==> src/rtl/id_stage.sv <==
// Decode/operand stage. Splits the IF instruction into fields, reads the GPR
// file, forwards EX/MEM results, resolves branches combinationally back to IF,
// interlocks on load-use hazards and registers the ID/EX bundle.
//
// Bundle handshake: every *_en_ is an active-low "bundle valid". There is no
// ready path; back-pressure is the stall input, which freezes every ID register
// while the combinational outputs keep following their inputs. A bundle seen
// with en_=1 carries no meaning and never writes state downstream.
module id_stage #(
  parameter logic [5:0] OP_RTYPE = 6'h00,
  parameter logic [5:0] OP_BE    = 6'h08,
  parameter logic [5:0] OP_BNE   = 6'h09,
  parameter logic [5:0] OP_JR    = 6'h0A,
  parameter logic [5:0] OP_LD    = 6'h0C,
  parameter logic [5:0] OP_ST    = 6'h0D
) (
  input  logic        clk,
  input  logic        reset,
  input  logic        stall,
  input  logic        flush,
  input  logic [29:0] if_pc,
  input  logic [31:0] if_insn,
  input  logic        if_en_,
  output logic [4:0]  gpr_rd_addr_0,
  output logic [4:0]  gpr_rd_addr_1,
  input  logic [31:0] gpr_rd_data_0,
  input  logic [31:0] gpr_rd_data_1,
  input  logic        ex_en_,
  input  logic        ex_gpr_we_,
  input  logic        ex_ld_,
  input  logic [4:0]  ex_dst_addr,
  input  logic [31:0] ex_fwd_data,
  input  logic        mem_en_,
  input  logic        mem_gpr_we_,
  input  logic [4:0]  mem_dst_addr,
  input  logic [31:0] mem_fwd_data,
  output logic        br_taken,
  output logic [29:0] br_addr,
  output logic        ld_hazard,
  output logic [29:0] id_pc,
  output logic [31:0] id_insn,
  output logic [31:0] id_ra_data,
  output logic [31:0] id_rb_data,
  output logic [31:0] id_imm,
  output logic [4:0]  id_dst_addr,
  output logic        id_gpr_we_,
  output logic        id_en_
);

  // Instruction fields
  logic [5:0]  op;
  logic [4:0]  ra_addr;
  logic [4:0]  rb_addr;
  logic [4:0]  rc_addr;
  logic [15:0] imm16;

  // Decoded / forwarded values
  logic        ex_fwd_ok;
  logic        mem_fwd_ok;
  logic [31:0] ra_val;
  logic [31:0] rb_val;
  logic        is_be;
  logic        is_bne;
  logic        is_jr;
  logic        is_st;
  logic        no_write;
  logic        br_cond;
  logic [29:0] imm_sext30;
  logic [31:0] imm_sext32;
  logic [4:0]  dst_addr;
  logic        bubble;

  // Registered ID/EX bundle
  logic [29:0] id_pc_q,       id_pc_d;
  logic [31:0] id_insn_q,     id_insn_d;
  logic [31:0] id_ra_data_q,  id_ra_data_d;
  logic [31:0] id_rb_data_q,  id_rb_data_d;
  logic [31:0] id_imm_q,      id_imm_d;
  logic [4:0]  id_dst_addr_q, id_dst_addr_d;
  logic        id_gpr_we_q,   id_gpr_we_d;
  logic        id_en_q,       id_en_d;

  assign op      = if_insn[31:26];
  assign ra_addr = if_insn[25:21];
  assign rb_addr = if_insn[20:16];
  assign rc_addr = if_insn[15:11];
  assign imm16   = if_insn[15:0];

  assign gpr_rd_addr_0 = ra_addr;
  assign gpr_rd_addr_1 = rb_addr;

  // Operand forwarding: a non-load EX result is newest, then MEM, then the GPR file.
  always_comb begin
    ex_fwd_ok  = !ex_en_ && !ex_gpr_we_ && ex_ld_;
    mem_fwd_ok = !mem_en_ && !mem_gpr_we_;
    ra_val     = gpr_rd_data_0;
    rb_val     = gpr_rd_data_1;
    if (ex_fwd_ok && (ex_dst_addr == ra_addr)) begin
      ra_val = ex_fwd_data;
    end else if (mem_fwd_ok && (mem_dst_addr == ra_addr)) begin
      ra_val = mem_fwd_data;
    end
    if (ex_fwd_ok && (ex_dst_addr == rb_addr)) begin
      rb_val = ex_fwd_data;
    end else if (mem_fwd_ok && (mem_dst_addr == rb_addr)) begin
      rb_val = mem_fwd_data;
    end
  end

  // Decode, load-use interlock and zero-cycle branch resolution.
  always_comb begin
    is_be      = (op == OP_BE);
    is_bne     = (op == OP_BNE);
    is_jr      = (op == OP_JR);
    is_st      = (op == OP_ST);
    no_write   = is_be || is_bne || is_jr || is_st;
    imm_sext30 = {{14{imm16[15]}}, imm16};
    imm_sext32 = {{16{imm16[15]}}, imm16};
    dst_addr   = (op == OP_RTYPE) ? rc_addr : rb_addr;

    // A load still in EX has no data yet; any reader must wait one cycle.
    ld_hazard  = !if_en_ && !ex_en_ && !ex_ld_ && !ex_gpr_we_ &&
                 ((ex_dst_addr == ra_addr) || (ex_dst_addr == rb_addr));

    br_cond    = (is_be && (ra_val == rb_val)) ||
                 (is_bne && (ra_val != rb_val)) ||
                 is_jr;
    br_taken   = !if_en_ && !ld_hazard && br_cond;

    br_addr    = 30'd0;
    if (is_be || is_bne) begin
      br_addr = if_pc + 30'd1 + imm_sext30;
    end else if (is_jr) begin
      br_addr = ra_val[31:2];
    end
  end

  // Next bundle: stall holds, flush/hazard/invalid input inserts a bubble.
  always_comb begin
    bubble        = flush || ld_hazard || if_en_;
    id_pc_d       = id_pc_q;
    id_insn_d     = id_insn_q;
    id_ra_data_d  = id_ra_data_q;
    id_rb_data_d  = id_rb_data_q;
    id_imm_d      = id_imm_q;
    id_dst_addr_d = id_dst_addr_q;
    id_gpr_we_d   = id_gpr_we_q;
    id_en_d       = id_en_q;
    if (!stall) begin
      if (bubble) begin
        id_pc_d       = 30'd0;
        id_insn_d     = 32'd0;
        id_ra_data_d  = 32'd0;
        id_rb_data_d  = 32'd0;
        id_imm_d      = 32'd0;
        id_dst_addr_d = 5'd0;
        id_gpr_we_d   = 1'b1;
        id_en_d       = 1'b1;
      end else begin
        id_pc_d       = if_pc;
        id_insn_d     = if_insn;
        id_ra_data_d  = ra_val;
        id_rb_data_d  = rb_val;
        id_imm_d      = imm_sext32;
        id_dst_addr_d = dst_addr;
        id_gpr_we_d   = no_write;
        id_en_d       = 1'b0;
      end
    end
  end

  // ID/EX pipeline registers with synchronous active-low reset.
  always_ff @(posedge clk) begin
    if (!reset) begin
      id_pc_q       <= 30'd0;
      id_insn_q     <= 32'd0;
      id_ra_data_q  <= 32'd0;
      id_rb_data_q  <= 32'd0;
      id_imm_q      <= 32'd0;
      id_dst_addr_q <= 5'd0;
      id_gpr_we_q   <= 1'b1;
      id_en_q       <= 1'b1;
    end else begin
      id_pc_q       <= id_pc_d;
      id_insn_q     <= id_insn_d;
      id_ra_data_q  <= id_ra_data_d;
      id_rb_data_q  <= id_rb_data_d;
      id_imm_q      <= id_imm_d;
      id_dst_addr_q <= id_dst_addr_d;
      id_gpr_we_q   <= id_gpr_we_d;
      id_en_q       <= id_en_d;
    end
  end

  assign id_pc       = id_pc_q;
  assign id_insn     = id_insn_q;
  assign id_ra_data  = id_ra_data_q;
  assign id_rb_data  = id_rb_data_q;
  assign id_imm      = id_imm_q;
  assign id_dst_addr = id_dst_addr_q;
  assign id_gpr_we_  = id_gpr_we_q;
  assign id_en_      = id_en_q;

endmodule

==> config.mk <==
export PLATFORM = sky130hd
export DESIGN_NAME = id_stage
export DESIGN_NICKNAME = d
export VERILOG_FILES = /design/src/rtl/id_stage.sv
export SDC_FILE = /design/constraint.sdc
export NUM_CORES = 1
export LEC_CHECK = 0
export CAP_MARGIN = 20
export CORE_ASPECT_RATIO = 2
export CORE_MARGIN = 4
export CORE_UTILIZATION = 39
export DETAILED_ROUTE_END_ITERATION = 8
export PLACE_DENSITY = 0.85
export SYNTH_ARGS = -nofsm -noshare
export SYNTH_HDL_FRONTEND = slang
export SYNTH_SLANG_ARGS = --single-unit
==> constraint.sdc <==
create_clock -name clk -period 5.1 [get_ports clk]
set_input_delay 1.275 -clock clk [delete_from_list [all_inputs] [get_ports clk]]
set_output_delay 1.275 -clock clk [all_outputs]
set_load 0.05 [all_outputs]
==> reports/metrics.cfg <==
[hold_path]
hold_class=flip-flop to flip-flop

[synthesis]
synth_compound_area_share_pct=19.6
synth_fp_nets=1435
synth_most_common_cell=nor2_1
async_flop_share_pct=0
synthesis.area_um2=9270
synth_top_area_share_pct=28.7
synthTopCellsByArea=dfxtp_1 (29%), nor2_1 (8.0%), a21oi_1 (7.7%), mux2i_1 (7.0%), xor2_1 (4.8%)
ys_ff_latch=133
synth_flop_cell=dfxtp_1
synth_xor_area_share_pct=6.90
syn_area_per_cell_um2=7.75
synthCells=1195
synth_top_family_by_area=simple AND/OR/NAND/NOR gates
yosys.area_share.simple_pct=20.3
synth_adder_area_share_pct=4.13
synth_edf_count=0
ys_top_cells_by_count=nor2_1 (198), a21oi_1 (143), dfxtp_1 (133), nand2_1 (82), mux2i_1 (65)
yosysSeqAreaShare_pct=28.7
synth_warnings=0
muxShareOfSynthArea_pct=11.8
ys_types=61
netlist.top_cell.by_area=dfxtp_1

[timing]
hold_viol=0
rsz0062_at_grt=true
setup_viol=7
max-slew-margin-rel_pct=52.3
skew_ps=0
max_freq_ghz=0.170
holdWs_ps=456
setup_ws_ps=-766
fin_setup_tns_ps=-1430
slew_viol_final=0
worst_pin_slew_ps=715
fin_crit_ps=5870
final.period_utilization_pct=115

[clock_network]
clk_pin_slew_ps=60
numCtsBuffers=17
h-tree-depth=4
cts-root-buf=clkbuf_16
clkLatencyLatePin_ps=450
cts_tree=done
ctsLongestPathBuffers=2
cts_hold_buf=0
cts.sinks=133

[global_route]
grt_max_degree=107
grt.total_usage_pct=34.2
grt_pass1_vias=11946
antenna_found_initial=1
grt_pass1_wl_mm=68.0
overflow=0

[drt]
drc=0
routed_via_density=5.79
wl_per_cell_um=24.4
ant_nets=0
wl_mm=50.6
first_iter_violations=1299
vias=12035
dr.pass1.iters=6

[placed_design]
dpl.hpwl_mm=32.9
place_congestion=0.939
port_buffers=416

[status]
violations=negative setup slack
status=finished with violations

[floorplan]
die_x_um=117
die_y_um=226
rows=79
io_pins=417
start_util_pct=39.7
die_area_um2=26400
coreArea_um2=23300

[cells_and_area]
layout.nets=2020
syn_to_final_growth_pct=84.0
fillers=1516
drive_gt1_share_pct=30.1

[critical_path]
reg2reg_to=id_insn[15]$_SDFFE_PN0N_
critical_path.endpoint=br_taken
worst-endpoint-required_ps=3830
crit_fanout=18
criticalPathCategory=primary input to output port
crit_path_start_kind=primary input
timing.rr.start=id_insn[15]$_SDFFE_PN0N_
cp-end-kind=output port
arrival_ps=4590
cp-startpoint=if_insn[19]
reg2regPathDepth=2
reg2reg_slack_ps=4070

[power]
p_leak_nw=7.02
powerDensity_nw_per_um2=220
max-vdd-ir-drop_uv=221

[run]
maxCapViolCount=0

[final cells by class]
type | instances | area [um2] | share of cell area, %
sequential | 133 | 2660 | 15.6
clock buffer | 17 | 425 | 2.50
clock inverter | 15 | 170 | 0.998
multi-input combinational | 915 | 6860 | 40.2
tap | 283 | 354 | 2.08
inverter | 28 | 110 | 0.646
timing repair buffer | 685 | 6460 | 37.9
antenna | 2 | 5.00 | 0.0294
[per-layer routing]
layer  vias to the layer above  global-route usage, %  share of wire [%]  wire, um
met5                         -                      0                  0         0
met1                      5639                   34.9                 33     16700
met2                       830                   58.5                 50     25400
met4                         0                   26.5                8.4      4270
li1                       5300                      -                  -         -
met3                       266                   7.99                8.5      4310
[sequential cells by signal, summed over array words and instances (netlist names)]
name,flops
id_en_,1
id_rb_data,32
id_gpr_we_,1
id_insn,32
id_dst_addr,5
id_pc,30
id_ra_data,32
[power by group]
part	internal [mW]	switching (mW)	leakage [nW]
Clock	0.730	0.550	0.287
Combinational	0.627	0.738	5.65
Sequential	1.08	0.0255	1.08
[how the worst min path moves through the flow]
stage | endpoint | slack (ps) | cells past startpoint | startpoint
after floorplan | id_rb_data[28]$_SDFFE_PN0N_ | 730 | 2 | id_rb_data[28]$_SDFFE_PN0N_
after global routing | id_en_$_SDFFE_PN1N_ | 470 | 1 | id_en_$_SDFFE_PN1N_
after detailed placement | id_en_$_SDFFE_PN1N_ | 440 | 1 | id_en_$_SDFFE_PN1N_
after global placement | id_en_$_SDFFE_PN1N_ | 440 | 1 | id_en_$_SDFFE_PN1N_
final | id_en_$_SDFFE_PN1N_ | 460 | 1 | id_en_$_SDFFE_PN1N_
after CTS | id_en_$_SDFFE_PN1N_ | 460 | 1 | id_en_$_SDFFE_PN1N_
[cell families (layout without fill, tap and decap cells)]
group | after synthesis | after routing
buffers and inverters | 147 | 745
adder cells (fa/ha/maj) | 30 | 30
flip-flops | 133 | 133
multiplexers | 104 | 104
other | 0 | 2
AND/OR/NAND/NOR | 413 | 413
XOR/XNOR | 73 | 73
AO/OA/AOI/OAI | 295 | 295
[through the flow]
step                std cells  power, mW  util (%)  worst slack, ps  instance area, um2
floorplan                1195       1.73         -             -246                9360
global placement         1969       2.26      63.9            -1210               14900
detailed placement       1969       2.27      63.9            -1260               14900
CTS                      2062       3.65      71.0             -662               16600
global route             2077       3.87      73.1             -855               17000
finish                   2078       3.75      73.1             -766               17000
[layout by cell type (no fill, tap or decap), types with 15 or more instances in the layout]
master,Yosys,final
dfxtp_1,133,133
clkbuf_16,0,18
o221ai_1,17,17
o21ai_0,40,20
mux2i_4,0,20
a21o_1,17,17
clkdlybuf4s50_1,0,326
nor2_1,198,195
inv_1,28,25
xnor2_1,22,19
mux2_2,26,17
buf_12,2,26
buf_6,5,20
a21oi_2,2,16
mux2i_1,65,31
nand2_1,82,81
o22ai_1,24,16
buf_4,42,259
mux2i_2,2,16
nor2b_1,61,59
ha_4,0,15
a21oi_1,143,127
xor2_1,51,46
[timing repair]
item | in CTS | in global routing
gates cloned | 4 | 1
setup endpoints to repair | 28 | 17
gates resized for setup | 238 | 155
setup buffers | 62 | 22
pin swaps | 78 | 77
[worst max-delay path: stages]
cell and delay [ps]:
dlygate4sd2_1 310, xor2_1 170, nor3_2 240, nand4_1 120, buf_4 190, buf_12 160
buf_4 170, o221ai_1 190, o21ai_1 260, xor2_1 200, nor4_1 240, nand4_1 180
or4_4 570, nand3_4 140, buf_12 150
(Power assumes the default switching activity.)
